===== config.mk =====
export PLATFORM = sky130hd
export DESIGN_NAME = uart_fifo_core
export DESIGN_NICKNAME = d
export VERILOG_FILES = /design/src/rtl/uart_pkg.sv /design/src/rtl/uart_sync_fifo.sv /design/src/rtl/uart_fifo_core.sv
export SDC_FILE = /design/constraint.sdc
export NUM_CORES = 1
export LEC_CHECK = 0
export CORE_ASPECT_RATIO = 0.9
export CORE_MARGIN = 1.5
export CORE_UTILIZATION = 64
export CTS_BUF_LIST = sky130_fd_sc_hd__clkbuf_4
export CTS_CLUSTER_SIZE = 14
export DETAILED_ROUTE_END_ITERATION = 6
export HOLD_SLACK_MARGIN = 0.12
export PLACE_DENSITY_LB_ADDON = 0.15
export SYNTH_ARGS = -nofsm -noshare
export SYNTH_HDL_FRONTEND = slang
export SYNTH_SLANG_ARGS = --single-unit

===== constraint.sdc =====
create_clock -name clk -period 5.3 [get_ports clk]
set_clock_uncertainty 0.15 [all_clocks]
set_input_delay 1.325 -clock clk [delete_from_list [all_inputs] [get_ports clk]]
set_output_delay 1.325 -clock clk [all_outputs]
set_load 0.1 [all_outputs]

===== src/rtl/uart_pkg.sv =====
// Shared encodings and helpers for the UART core: parity/stop-bit options,
// TX/RX state types and the minimum baud divisor.
package uart_pkg;

    localparam logic [1:0] PAR_NONE      = 2'b00;
    localparam logic [1:0] PAR_ODD       = 2'b01;
    localparam logic [1:0] PAR_EVEN      = 2'b10;
    localparam logic [1:0] PAR_SPACE     = 2'b11;

    localparam logic [1:0] STOP_ONE      = 2'b00;
    localparam logic [1:0] STOP_ONE_HALF = 2'b01;
    localparam logic [1:0] STOP_TWO      = 2'b10;

    localparam int MIN_DIV = 4;

    typedef enum logic [2:0] {
        TX_IDLE, TX_START, TX_DATA, TX_PARITY, TX_STOP
    } tx_state_t;

    typedef enum logic [2:0] {
        RX_IDLE, RX_START, RX_DATA, RX_PARITY, RX_STOP, RX_BREAK
    } rx_state_t;

    // Characters narrower than 8 bits are zero-extended, which leaves the XOR unchanged.
    function automatic logic parity_bit(input logic [1:0] mode, input logic [7:0] data);
        case (mode)
            PAR_ODD:  return ~^data;
            PAR_EVEN: return ^data;
            default:  return 1'b0;
        endcase
    endfunction

endpackage


===== src/rtl/uart_sync_fifo.sv =====
// Synchronous show-ahead FIFO; a push into a full FIFO succeeds when a pop
// happens in the same cycle.
module uart_sync_fifo
    import uart_pkg::*;
#(
    parameter int W  = 8,
    parameter int AW = 4
) (
    input  logic          clk,
    input  logic          rst,
    input  logic [W-1:0]  push_data,
    input  logic          push_valid,
    output logic          full,
    output logic [W-1:0]  pop_data,
    output logic          pop_valid,
    input  logic          pop_ready,
    output logic [AW:0]   level
);

    logic [W-1:0] mem [2**AW];
    logic [AW:0]  wr_ptr;
    logic [AW:0]  rd_ptr;
    logic         do_push;
    logic         do_pop;

    assign pop_valid = (wr_ptr != rd_ptr);
    assign full      = (wr_ptr[AW] != rd_ptr[AW]) && (wr_ptr[AW-1:0] == rd_ptr[AW-1:0]);
    assign do_pop    = pop_valid & pop_ready;
    assign do_push   = push_valid & (~full | do_pop);
    assign pop_data  = mem[rd_ptr[AW-1:0]];
    assign level     = wr_ptr - rd_ptr;

    // NOTE: the storage array has no reset; the pointers alone define which entries are valid.
    always_ff @(posedge clk) begin
        if (do_push) mem[wr_ptr[AW-1:0]] <= push_data;
    end

    // NOTE: sequential state uses non-blocking '<=' so every register samples pre-edge values.
    always_ff @(posedge clk) begin
        if (rst) begin
            wr_ptr <= '0;
            rd_ptr <= '0;
        end else begin
            if (do_push) wr_ptr <= wr_ptr + 1'b1;
            if (do_pop)  rd_ptr <= rd_ptr + 1'b1;
        end
    end

endmodule


===== src/rtl/uart_fifo_core.sv =====
// Full-duplex UART with TX/RX FIFOs, runtime baud divisor, configurable
// character width, parity and stop bits, and per-character error flags.
module uart_fifo_core
    import uart_pkg::*;
#(
    parameter int         DATA_BITS = 8,
    parameter logic [1:0] PARITY    = 2'b00,
    parameter logic [1:0] STOP_BITS = 2'b00,
    parameter int         FIFO_AW   = 4,
    parameter int         DIV_W     = 16
) (
    input  logic                 clk,
    input  logic                 rst,
    input  logic                 rxd,
    output logic                 txd,
    input  logic [DIV_W-1:0]     baud_div,
    input  logic [DATA_BITS-1:0] tx_data,
    input  logic                 tx_valid,
    output logic                 tx_ready,
    output logic [DATA_BITS-1:0] rx_data,
    output logic                 rx_valid,
    input  logic                 rx_ready,
    output logic                 rx_frame_err,
    output logic                 rx_parity_err,
    output logic                 rx_overflow,
    output logic                 tx_busy,
    output logic [FIFO_AW:0]     tx_level,
    output logic [FIFO_AW:0]     rx_level
);

    localparam int CW = DIV_W + 1;

    logic [DIV_W-1:0] div_eff;
    assign div_eff = (baud_div < DIV_W'(MIN_DIV)) ? DIV_W'(MIN_DIV) : baud_div;

    // ---------------- TX path ----------------
    logic                 tx_full, tx_fifo_valid, tx_pop;
    logic [DATA_BITS-1:0] tx_fifo_data;

    uart_sync_fifo #(.W(DATA_BITS), .AW(FIFO_AW)) u_tx_fifo (
        .clk(clk), .rst(rst),
        .push_data(tx_data), .push_valid(tx_valid & tx_ready), .full(tx_full),
        .pop_data(tx_fifo_data), .pop_valid(tx_fifo_valid), .pop_ready(tx_pop),
        .level(tx_level)
    );
    assign tx_ready = ~tx_full;

    tx_state_t            tx_state, tx_state_d;
    logic [CW-1:0]        tx_cnt, tx_cnt_d, stop_len, tx_end;
    logic [DIV_W-1:0]     tx_div, tx_div_d;
    logic [DATA_BITS-1:0] tx_shift, tx_shift_d;
    logic [3:0]           tx_bit, tx_bit_d;
    logic                 tx_par, tx_par_d, txd_d, tx_bit_done;

    always_comb begin
        case (STOP_BITS)
            STOP_ONE_HALF: stop_len = {1'b0, tx_div} + CW'(tx_div >> 1);
            STOP_TWO:      stop_len = {tx_div, 1'b0};
            default:       stop_len = {1'b0, tx_div};
        endcase
    end

    assign tx_end      = (tx_state == TX_STOP) ? stop_len : {1'b0, tx_div};
    assign tx_bit_done = (tx_cnt == tx_end - CW'(1));

    // NOTE: every output of this block gets a default first, so no path can infer a latch.
    always_comb begin
        tx_state_d = tx_state;
        tx_cnt_d   = tx_cnt + CW'(1);
        tx_div_d   = tx_div;
        tx_shift_d = tx_shift;
        tx_par_d   = tx_par;
        tx_bit_d   = tx_bit;
        tx_pop     = 1'b0;
        unique case (tx_state)
            TX_IDLE: begin
                tx_cnt_d = '0;
                tx_pop   = tx_fifo_valid;
            end
            TX_START: if (tx_bit_done) begin
                tx_state_d = TX_DATA;
                tx_cnt_d   = '0;
            end
            TX_DATA: if (tx_bit_done) begin
                tx_cnt_d = '0;
                if (tx_bit == 4'(DATA_BITS - 1)) begin
                    tx_state_d = (PARITY == PAR_NONE) ? TX_STOP : TX_PARITY;
                end else begin
                    tx_bit_d   = tx_bit + 4'd1;
                    tx_shift_d = tx_shift >> 1;
                end
            end
            TX_PARITY: if (tx_bit_done) begin
                tx_state_d = TX_STOP;
                tx_cnt_d   = '0;
            end
            TX_STOP: if (tx_bit_done) begin
                tx_state_d = TX_IDLE;
                tx_cnt_d   = '0;
                tx_pop     = tx_fifo_valid;   // chain the next character with no idle gap
            end
            default: tx_state_d = TX_IDLE;
        endcase
        if (tx_pop) begin
            tx_state_d = TX_START;
            tx_cnt_d   = '0;
            tx_div_d   = div_eff;
            tx_shift_d = tx_fifo_data;
            tx_par_d   = parity_bit(PARITY, 8'(tx_fifo_data));
            tx_bit_d   = '0;
        end
        case (tx_state_d)
            TX_START:  txd_d = 1'b0;
            TX_DATA:   txd_d = tx_shift_d[0];
            TX_PARITY: txd_d = tx_par_d;
            default:   txd_d = 1'b1;
        endcase
    end

    always_ff @(posedge clk) begin
        if (rst) begin
            tx_state <= TX_IDLE;
            tx_cnt   <= '0;
            tx_div   <= DIV_W'(MIN_DIV);
            tx_shift <= '0;
            tx_bit   <= '0;
            tx_par   <= 1'b0;
            txd      <= 1'b1;
        end else begin
            tx_state <= tx_state_d;
            tx_cnt   <= tx_cnt_d;
            tx_div   <= tx_div_d;
            tx_shift <= tx_shift_d;
            tx_bit   <= tx_bit_d;
            tx_par   <= tx_par_d;
            txd      <= txd_d;
        end
    end

    assign tx_busy = (tx_state != TX_IDLE) | tx_fifo_valid;

    // ---------------- RX path ----------------
    logic rx_meta, rx_sync, rx_prev, rx_fall;

    always_ff @(posedge clk) begin
        if (rst) begin
            rx_meta <= 1'b1;
            rx_sync <= 1'b1;
            rx_prev <= 1'b1;
        end else begin
            rx_meta <= rxd;
            rx_sync <= rx_meta;
            rx_prev <= rx_sync;
        end
    end
    assign rx_fall = rx_prev & ~rx_sync;

    rx_state_t            rx_state, rx_state_d;
    logic [DIV_W-1:0]     rx_cnt, rx_cnt_d, rx_div, rx_div_d;
    logic [DATA_BITS-1:0] rx_shift, rx_shift_d;
    logic [3:0]           rx_bit, rx_bit_d;
    logic                 rx_par_err, rx_par_err_d, rx_write, rx_full;
    logic                 rx_half_done, rx_bit_done;
    logic [DATA_BITS+1:0] rx_head;

    assign rx_half_done = (rx_cnt == (rx_div >> 1) - DIV_W'(1));
    assign rx_bit_done  = (rx_cnt == rx_div - DIV_W'(1));

    always_comb begin
        rx_state_d   = rx_state;
        rx_cnt_d     = rx_cnt + DIV_W'(1);
        rx_div_d     = rx_div;
        rx_shift_d   = rx_shift;
        rx_bit_d     = rx_bit;
        rx_par_err_d = rx_par_err;
        rx_write     = 1'b0;
        unique case (rx_state)
            RX_IDLE: begin
                rx_cnt_d = '0;
                if (rx_fall) begin
                    rx_state_d = RX_START;
                    rx_div_d   = div_eff;
                end
            end
            RX_START: if (rx_half_done) begin
                rx_cnt_d     = '0;
                rx_bit_d     = '0;
                rx_par_err_d = 1'b0;
                rx_state_d   = rx_sync ? RX_IDLE : RX_DATA;
            end
            RX_DATA: if (rx_bit_done) begin
                rx_cnt_d   = '0;
                rx_shift_d = {rx_sync, rx_shift[DATA_BITS-1:1]};
                if (rx_bit == 4'(DATA_BITS - 1))
                    rx_state_d = (PARITY == PAR_NONE) ? RX_STOP : RX_PARITY;
                else
                    rx_bit_d = rx_bit + 4'd1;
            end
            RX_PARITY: if (rx_bit_done) begin
                rx_cnt_d     = '0;
                rx_par_err_d = rx_sync != parity_bit(PARITY, 8'(rx_shift));
                rx_state_d   = RX_STOP;
            end
            RX_STOP: if (rx_bit_done) begin
                rx_write   = 1'b1;
                rx_state_d = rx_sync ? RX_IDLE : RX_BREAK;
            end
            RX_BREAK: begin
                rx_cnt_d = '0;
                if (rx_sync) rx_state_d = RX_IDLE;
            end
            default: rx_state_d = RX_IDLE;
        endcase
    end

    always_ff @(posedge clk) begin
        if (rst) begin
            rx_state    <= RX_IDLE;
            rx_cnt      <= '0;
            rx_div      <= DIV_W'(MIN_DIV);
            rx_shift    <= '0;
            rx_bit      <= '0;
            rx_par_err  <= 1'b0;
            rx_overflow <= 1'b0;
        end else begin
            rx_state    <= rx_state_d;
            rx_cnt      <= rx_cnt_d;
            rx_div      <= rx_div_d;
            rx_shift    <= rx_shift_d;
            rx_bit      <= rx_bit_d;
            rx_par_err  <= rx_par_err_d;
            rx_overflow <= rx_write & rx_full & ~(rx_valid & rx_ready);
        end
    end

    // Entry layout: {parity_err, frame_err, data}; the stop sample itself decides frame_err.
    uart_sync_fifo #(.W(DATA_BITS + 2), .AW(FIFO_AW)) u_rx_fifo (
        .clk(clk), .rst(rst),
        .push_data({rx_par_err, ~rx_sync, rx_shift}), .push_valid(rx_write), .full(rx_full),
        .pop_data(rx_head), .pop_valid(rx_valid), .pop_ready(rx_ready),
        .level(rx_level)
    );

    assign rx_data       = rx_head[DATA_BITS-1:0];
    assign rx_frame_err  = rx_head[DATA_BITS];
    assign rx_parity_err = rx_head[DATA_BITS+1];

endmodule


==> results of run 1 <==
-- per-layer routing --
metal | part of all wire (%) | up-vias
met5 | 0 | -
li1 | - | 5440
met1 | 46 | 5589
met4 | 2.1 | 0
met2 | 44 | 484
met3 | 7.8 | 68
-- power by group through the flow --
stage	registers, µW	logic [µW]	clock network, µW
floorplan	3750	1280	0
global placement	3780	1610	0
detailed placement	3780	1640	0
CTS	3710	1650	2740
global route	3730	1780	2910
finish	3720	1650	2680
-- state kept, by name, indices dropped and copies added, names as in the netlist, named ones only --
signal,flops
u_rx_fifo.mem,160
u_tx_fifo.mem,128
tx_cnt,17
rx_cnt,16
rx_div,16
tx_div,16
rx_shift,8
tx_shift,8
u_rx_fifo.rd_ptr,5
u_rx_fifo.wr_ptr,5
u_tx_fifo.rd_ptr,5
u_tx_fifo.wr_ptr,5
rx_bit,4
tx_bit,4
rx_state,3
tx_state,3
rx_meta,1
rx_overflow,1
rx_par_err,1
rx_prev,1
rx_sync,1
tx_par,1
txd,1
-- critical path: cells and delay by family, from the launching register on --
family                     cells  cell delay [ns]
xor gates and xnor gates       1             0.16
buffers and inverters          2             1.27
DFF                            1             0.44
adders and majority gates      2             0.65
-- path summary, 6_finish.rpt --
path,start,to,slack (ns)
min,rx_meta$_SDFF_PP1_,rx_sync$_SDFF_PP1_,0.26
max,u_rx_fifo.wr_ptr[0]$_SDFFE_PP0P_,rx_level[2],0.54
max reg2reg,rx_div[2]$_SDFFE_PP1P_,u_rx_fifo.mem[1][2]$_DFFE_PP_,1.10
min reg2reg,rx_meta$_SDFF_PP1_,rx_sync$_SDFF_PP1_,0.26
-- final cells by class --
cell class,instances,share of cell area (%)
Antenna cell,3,0.0364
Clock buffer,148,5.39
Clock inverter,33,1.09
Inverter,53,0.966
Multi-Input combinational cell,812,32.5
Sequential cell,418,54.6
Tap cell,360,2.19
Timing Repair Buffer,75,3.18
-- cells in the final DEF, fill, tap and decap left out, drive strengths merged, types with 19 or more instances in the layout --
cell | synthesis | layout
clkbuf | 62 | 148
nor4 | 19 | 19
xnor2 | 73 | 73
xor2 | 38 | 38
ha | 26 | 26
inv | 52 | 53
nand4 | 21 | 21
nor3 | 42 | 42
a21oi | 69 | 69
o21ai | 32 | 32
nand2 | 77 | 77
clkinv | 1 | 28
and3 | 21 | 21
nand3 | 48 | 48
dfxtp | 130 | 130
clkdlybuf4s50 | 0 | 37
nor2 | 89 | 89
mux4 | 90 | 90
edfxtp | 288 | 288
buf | 21 | 38
-- stage by stage --
step / area (µm²) / setup slack, ns / util, %
2_1_floorplan: 18500 / 0.969 / -
3_3_place_gp: 19300 / 1.25 / 68.4
3_5_place_dp: 19300 / 1.17 / 68.4
4_1_cts: 20600 / 0.454 / 73.1
5_1_grt: 20600 / 0.353 / 73.2
6_report: 20600 / 0.540 / 73.2
-- kinds of logic (layout without fill, tap and decap cells) --
logic type / count (synthesis) / after routing / synth area share (%)
compound gates: 185 / 185 / 6.44
xor+xnor: 111 / 111 / 5.26
fa+ha+maj: 28 / 28 / 1.98
buf+inv: 136 / 309 / 2.86
flops: 418 / 418 / 60.9
mux: 104 / 104 / 11.7
other cells: 0 / 3 / 0
simple gates: 384 / 384 / 10.8
==> run metrics, run 1 <==
outcome=complete, no violations; tightest slew margin relative to the limit=23.7%; Crit-path slowest cell=clkdlybuf4s50_1; logic gate share of total power=20.5%; vias in the first global route=11,300; global-route wire length before repair=61,100 µm; most instantiated cells after synthesis=edfxtp_1, dfxtp_1, mux4_2; peak supply drop=0.000511 V; Synth area leader=edfxtp_1; power density normalized to cell area=390 nW/µm²; arrival time of the worst setup path=3.29 ns; number of antenna violations at the first check in global routing=1; post-synthesis average cell area=13.5 µm²; gpl congestion=0.918; residual overflow from global routing=0; wire length per cell=20.1 µm; CTS clk-pin slew, worst paths=0.07 ns; quantity of hold-fixing buffers added after cts=0; dominant cell by count in the synthesized netlist=edfxtp_1; cell depth of the worst hold path=1; Final TNS setup=0 ns; number of pins exceeding their max-slew limit in the final report=0; Area Growth Syn to Fin=11.5%; library cell used as clock root buffer=clkbuf_4; share of synthesized flip-flops with an asynchronous set or reset=0%; worst hold-check path type=reg -> reg; Worst-Skew Late Latency=0.77 ns; total area of multi-input combinational cells=6690 µm²; layout cell share with drive strength beyond 1=19.9%; largest net degree at the start of global routing=99; Synth area leaders=edfxtp_1, dfxtp_1, mux4_2; number of routed nets with antenna violations=0; site row count=58; Via Count=11,600; final number of setup-violating endpoints=0; TritonCTS clock tree=built; required time of the critical path=3.83 ns; non-filler cells, final=1,902; Least-Margin Pin Slew=1.14 ns; gate count of the mapped netlist=1,366; routing usage on met3=5.45%; portion of total power attributed to sequential cells=46.2%; sort of element at the start of the critical path=register; width of the chip=182 µm; Die Outline Area=29,900 µm²; DPL Wire Length=25,400 µm; First-pass DRT Iterations=5; I/O pin total=54; Total Routing Usage GR=26.6%; clock buffer count from CTS=101; portion of the clock cycle consumed by the worst path in the final layout=89.8%; Synth Flop Type=edfxtp_1; power consumption=8040 µW; synthesized net count=1,423; die extent in y=164 µm; ordered list of cells on the worst path=inv_1 > ha_1 > fa_1 > xnor2_1 > clkdlybuf4s50_1; number of nets in the layout=1,518; time the final worst path needs with I/O delays and setup=4.76 ns; kind of capture point of the worst setup path=primary output; count of buffers inserted at the top-level ports=53; number of sinks handled by clock tree synthesis=418; initial cell density of the core=65.6%; worst hold slack=0.263 ns; slowest cell delay on critical path=1.15 ns; post-CTS setup buffer count=0; GRT busiest layer=met1; register area=11,300 µm²; Placeable Area=28,200 µm²; GR Util met2=38.9%; Sw Ratio=29.9%; drc violations=0; distinct cell type count after synthesis=73; detailed router's first-iteration violation count=1,145; total count of hold-check failures in the final report=0; Crit Path Max Fanout=5; setup repair after global routing missed its margin=false; clock group share of total power=33.3%; Max-cap violations=0; share of synthesized area occupied by flip-flops and latches=60.9%; depth of the worst register-to-register path=12; Yosys top cell area share=46.8%; number of warnings printed during yosys synthesis=0; netlist area before placement=18,500 µm²; timing-limited maximum frequency=0.210 GHz; number of resized instances in the post-cts repair step=0; number of cells after detailed placement=1,718; leakage power summed over all cells=0.00687 µW; met1 track utilization from global routing=39.9%; Total Routed Length=38,200 µm; maximum number of buffers from clock root to sink=3; worst setup path class=reg -> out; Fillers=1,866; post-DR vias/cell=6.09; EDFF count, synth=288; internal power=5630 µW; number of H-tree branching levels=3; synthesis-stage register bit count=418; Switch Pwr=2410 µW
No activity file was read; power rests on OpenSTA's default activity.
==> run 2, diff against run 1 <==
--- a/config.mk
+++ b/config.mk
@@ -7,7 +7,7 @@
 export LEC_CHECK = 0
 export CORE_ASPECT_RATIO = 0.9
 export CORE_MARGIN = 1.5
-export CORE_UTILIZATION = 64
+export CORE_UTILIZATION = 55
 export CTS_BUF_LIST = sky130_fd_sc_hd__clkbuf_4
 export CTS_CLUSTER_SIZE = 14
 export DETAILED_ROUTE_END_ITERATION = 6
==> run 2 against run 1 <==
Maximum frequency is 0.14% lower. Clock power hardly changed. Register-to-register slack worse by 0.05 ns. Via count is 0.89% higher. Worst hold slack better by 0.019 ns. Global-route usage is 2.9 points lower. Wire length is 3.3% higher. Utilization is 10 points lower. Setup slack worse by 0.0067 ns. Count of clock-buffer cells in the layout is 6 higher. Non-clock buffer count is 1 higher. Critical path depth is 1 lower. Critical path type unchanged.
==> run metrics, run 2 (synthesized netlist as in run 1, its figures left out) <==
outcome=complete, no violations; number of H-tree branching levels=3 (unchanged); portion of the clock cycle consumed by the worst path in the final layout=89.9% (+0.13 points); register area=11,300 µm² (unchanged); kind of capture point of the worst setup path=primary output; number of sinks handled by clock tree synthesis=418 (unchanged); number of antenna violations at the first check in global routing=2 (+1); tightest slew margin relative to the limit=34.5% (+11 points); setup repair after global routing missed its margin=false; register-to-register setup slack=1.05 ns (-0.05 ns); First-pass DRT Iterations=5 (unchanged); Placeable Area=33,000 µm² (+17%); Via Count=11,700 (+0.89%); Crit path depth=4 (-1); initial cell density of the core=55.9% (-9.7 points); Setup WS pre-CTS=1.11 ns (-0.0615 ns); peak supply drop=0.000276 V (-46%); number of cells after detailed placement=1,781 (+3.7%); die extent in y=177 µm (+7.7%); post-CTS setup buffer count=0 (unchanged); clock buffer count from CTS=104 (+3.0%); Area Growth Syn to Fin=12.1%; number of pins exceeding their max-slew limit in the final report=0 (unchanged); drc violations=0 (unchanged); smallest setup slack after layout=0.533 ns (-0.00670 ns); sort of element at the start of the critical path=register; library cell used as clock root buffer=clkbuf_4; largest net degree at the start of global routing=57 (-42%); total count of hold-check failures in the final report=0 (unchanged); Total Routed Length=39,400 µm (+3.3%); gpl congestion=0.876 (-4.5%); total area of multi-input combinational cells=6690 µm² (unchanged); power density normalized to cell area=389 nW/µm² (-0.41%); number of resized instances in the post-cts repair step=0 (unchanged); ordered list of cells on the worst path=ha_1 > a21oi_1 > xnor2_1 > clkdlybuf4s50_1; TritonCTS clock tree=built; Least-Margin Pin Slew=0.979 ns (-0.166 ns); wire length per cell=20.0 µm (-0.24%); number of routed nets with antenna violations=0 (unchanged); detailed router's first-iteration violation count=929 (-19%); Die Outline Area=34,700 µm² (+16%); depth of the worst register-to-register path=10 (-2); leading cell type in the layout, fill and taps excluded=edfxtp_1; quantity of hold-fixing buffers added after cts=0 (unchanged); DPL Wire Length=26,300 µm (+3.8%); worst setup path class=reg -> out; Crit Path Max Fanout=11 (+6); utilization after layout=62.7% (-10 points); Crit-path slowest cell=clkdlybuf4s50_1; Final TNS setup=0 ns (unchanged); I/O pin total=54 (unchanged); count of buffers inserted at the top-level ports=53 (unchanged); post-DR vias/cell=5.93 (-2.5%); slowest cell delay on critical path=1.14 ns (about the same); residual overflow from global routing=0 (unchanged); CTS clk-pin slew, worst paths=0.07 ns (about the same); Largest register FFs=160 (unchanged); Worst-Skew Late Latency=0.81 ns (+0.04 ns); arrival time of the worst setup path=3.29 ns (about the same); final number of setup-violating endpoints=0 (unchanged); cell depth of the worst hold path=1 (unchanged); layout cell share with drive strength beyond 1=20.3% (+0.31 points); Max-cap violations=0 (unchanged); number of nets in the layout=1,522 (+0.26%); CP bufs+invs=1 (-1); Fillers=2,509 (+34%); timing-limited maximum frequency=0.210 GHz (-0.14%); maximum number of buffers from clock root to sink=3 (unchanged); non-filler cells, final=1,969 (+3.5%); critical path's top delay family=buffers and inverters; worst hold-check path type=reg -> reg; leakage power summed over all cells=0.00689 µW (+0.32%); global-route wire length before repair=62,900 µm (+3.1%); site row count=63 (+8.6%); most frequent cells in the layout=edfxtp_1, clkbuf_4, dfxtp_1; Total Routing Usage GR=23.6% (-2.9 points); required time of the critical path=3.83 ns (about the same); time the final worst path needs with I/O delays and setup=4.77 ns (+0.00670 ns); width of the chip=196 µm (+7.7%); vias in the first global route=11,500 (+1.3%)
==> run 2: path summary, 6_finish.rpt <==
check                                   start                        endpoint
max          u_rx_fifo.wr_ptr[2]$_SDFFE_PP0P_                     rx_level[3]
min                        rx_meta$_SDFF_PP1_              rx_sync$_SDFF_PP1_
max reg2reg            rx_div[2]$_SDFFE_PP1P_  u_rx_fifo.mem[15][5]$_DFFE_PP_
min reg2reg                rx_meta$_SDFF_PP1_              rx_sync$_SDFF_PP1_
==> run 2: final cells by class <==
cell class	count	share of cell area [%]
well taps	422	2.55
inverters	53	0.961
repair buffers	76	3.23
diodes	2	0.0242
clock inverters	32	0.931
flip-flops and latches	418	54.4
clock buffers	154	5.59
multi-input cells	812	32.3
==> run 2: layer usage <==
layer	vias to the layer above	track usage (%)	share of wire [%]
met4	0	7.69	1.8
li1	5455	-	-
met2	428	35.5	46
met5	-	0	0
met1	5739	34.3	45
met3	62	5.62	7.1
==> run 2: power breakdown <==
part           total (µW)  internal [µW]  switching (µW)
combinational        1610            633             981
sequential           3750           3580             169
clock                2680           1430            1260
total                8040           5640            2410
==> run 2: stage by stage <==
stage | instance area, µm² | total power [µW] | hold WS [ns]
3_5_place_dp | 19300 | 5420 | 0.254
6_report | 20700 | 8040 | 0.283
5_1_grt | 20700 | 8450 | 0.297
2_1_floorplan | 18500 | 5030 | 0.239
3_3_place_gp | 19300 | 5400 | 0.246
4_1_cts | 20700 | 8130 | 0.278
==> run 3, diff against run 2 <==
--- a/config.mk
+++ b/config.mk
@@ -7,12 +7,13 @@
 export LEC_CHECK = 0
 export CORE_ASPECT_RATIO = 0.9
 export CORE_MARGIN = 1.5
-export CORE_UTILIZATION = 55
-export CTS_BUF_LIST = sky130_fd_sc_hd__clkbuf_4
+export CORE_UTILIZATION = 40
+export CTS_BUF_LIST = sky130_fd_sc_hd__clkbuf_8 sky130_fd_sc_hd__clkbuf_16
 export CTS_CLUSTER_SIZE = 14
 export DETAILED_ROUTE_END_ITERATION = 6
 export HOLD_SLACK_MARGIN = 0.12
 export PLACE_DENSITY_LB_ADDON = 0.15
+export REMOVE_ABC_BUFFERS = 1
 export SYNTH_ARGS = -nofsm -noshare
 export SYNTH_HDL_FRONTEND = slang
 export SYNTH_SLANG_ARGS = --single-unit
==> run 3 against run 2 <==
Sequential cell count stayed put. Clock power is 13% higher. Register-to-register slack hardly changed. Power is 4.2% higher. Worst hold slack worse by 0.013 ns. Largest power group unchanged.
==> run metrics, run 3 (synthesized netlist as in run 1, its figures left out) <==
number of sinks handled by clock tree synthesis=418 (unchanged); detailed router's first-iteration violation count=909 (-2.2%); time the final worst path needs with I/O delays and setup=4.53 ns (-0.240 ns); met3 wire length=2010 µm (-28%); highest metal used=met4; timing-limited maximum frequency=0.221 GHz (+5.3%); routed length on met2=18,500 µm (+2.8%); depth of the worst register-to-register path=10 (unchanged); setup repair after global routing missed its margin=false; tightest slew margin relative to the limit=26.8% (-7.8 points); Crit Path Max Fanout=5 (-6); library cell used as clock root buffer=clkbuf_16; kind of capture point of the worst setup path=primary output; Die Outline Area=47,500 µm² (+37%); cell depth of the worst hold path=1 (unchanged); number of routed nets with antenna violations=0 (unchanged); drc violations=0 (unchanged); number of resized instances in the post-cts repair step=0 (unchanged); worst hold-check path type=reg -> reg; largest net degree at the start of global routing=60 (+5.3%); utilization after layout=46.2% (-16 points); number of pins exceeding their max-slew limit in the final report=0 (unchanged); power density normalized to cell area=399 nW/µm² (+2.7%); Total Routing Usage GR=17.6% (-6.0 points); total count of hold-check failures in the final report=0 (unchanged); number of antenna violations at the first check in global routing=0 (-2); post-CTS setup buffer count=0 (unchanged); I/O pin total=54 (unchanged); Via Count=11,100 (-5.0%); outcome=complete, no violations; gpl congestion=0.856 (-2.3%); Max-cap violations=0 (unchanged); TritonCTS clock tree=built; leakage power summed over all cells=0.00680 µW (-1.3%); width of the chip=230 µm (+17%); Final TNS setup=0 ns (unchanged); arrival time of the worst setup path=3.05 ns (-0.24 ns); count of buffers inserted at the top-level ports=53 (unchanged); number of nets in the layout=1,460 (-4.1%); number of H-tree branching levels=2 (-1); global-route wire length before repair=64,700 µm (+2.9%); portion of the clock cycle consumed by the worst path in the final layout=85.4% (-4.5 points); most frequent cells in the layout=edfxtp_1, dfxtp_1, mux4_2; Least-Margin Pin Slew=1.10 ns (+0.120 ns); post-DR vias/cell=5.43 (-8.5%); final number of setup-violating endpoints=0 (unchanged); sort of element at the start of the critical path=register; layout cell share with drive strength beyond 1=14.3% (-5.9 points); Antenna diodes=0 (-2); required time of the critical path=3.83 ns (about the same); initial cell density of the core=40.6% (-15 points); residual overflow from global routing=0 (unchanged); Placeable Area=45,500 µm² (+38%); Largest register FFs=160 (unchanged); detailed-routing wirelength on met1=19,800 µm (+10%); maximum number of buffers from clock root to sink=3 (unchanged); site row count=74 (+17%); peak supply drop=0.000513 V (+86%); CTS clk-pin slew, worst paths=0.06 ns (about the same); Total Routed Length=41,000 µm (+4.0%); worst setup path class=reg -> out; wire length per cell=20.0 µm (about the same); clock buffer count from CTS=44 (-58%); die extent in y=207 µm (+17%); DPL Wire Length=27,300 µm (+3.7%); Worst-Skew Late Latency=0.57 ns (-0.24 ns); quantity of hold-fixing buffers added after cts=0 (unchanged); First-pass DRT Iterations=5 (unchanged); vias in the first global route=10,900 (-5.2%); leading cell type in the layout, fill and taps excluded=edfxtp_1; Area Growth Syn to Fin=13.7%
## run 3: changes by cell type in the layout (fill, tap and decap cells not counted), sizes merged, moves of 2 or more
cell | before | now
clkinv | 27 | 20
clkbuf | 154 | 47
diode | 2 | 0
inv | 55 | 62
buf | 37 | 35
## run 3: worst paths after layout
check | from | endpoint | slack [ns]
max | u_tx_fifo.wr_ptr[0]$_SDFFE_PP0P_ | tx_level[2] | 0.77
max reg2reg | rx_div[1]$_SDFFE_PP0P_ | u_rx_fifo.mem[8][8]$_DFFE_PP_ | 1.04
min reg2reg | rx_meta$_SDFF_PP1_ | rx_sync$_SDFF_PP1_ | 0.27
min | rx_meta$_SDFF_PP1_ | rx_sync$_SDFF_PP1_ | 0.27
## run 3: metal layers
layer	track usage (%)	vias up
li1	-	5260
met1	26.4	5539
met2	26.9	254
met3	2.61	52
met4	4.61	0
met5	0	-
## run 3: cell type report
class	count	area (µm²)
Clock buffer	47	1160
Clock inverter	34	255
Fill cell	4058	24500
Inverter	53	199
Multi-Input combinational cell	812	6690
Sequential cell	418	11300
Tap cell	608	761
Timing Repair Buffer	74	666
## run 3: metrics by stage
step / cell area [µm²] / total power [µW] / hold WS, ns / cells / setup WS, ns
6_report: 21000 / 8380 / 0.270 / 2046 / 0.773
5_1_grt: 21000 / 8770 / 0.292 / 2046 / 0.628
4_1_cts: 21000 / 8480 / 0.262 / 2046 / 0.718
3_5_place_dp: 19600 / 5440 / 0.256 / 1965 / 1.09
3_3_place_gp: 19600 / 5430 / 0.247 / 1965 / 1.26
2_1_floorplan: 18100 / 4980 / 0.239 / 1283 / 0.664
## run 3: critical path, stage by stage, from the launching register on
cell and delay [ns]:
dfxtp_1 0.43, inv_1 0.12, ha_1 0.22, fa_1 0.41
xnor2_1 0.16, clkdlybuf4s50_1 1.15
## run 3: power by group
part	switching (µW)	internal, µW
Combinational	968	628
Clock	1280	1740
Sequential	185	3580
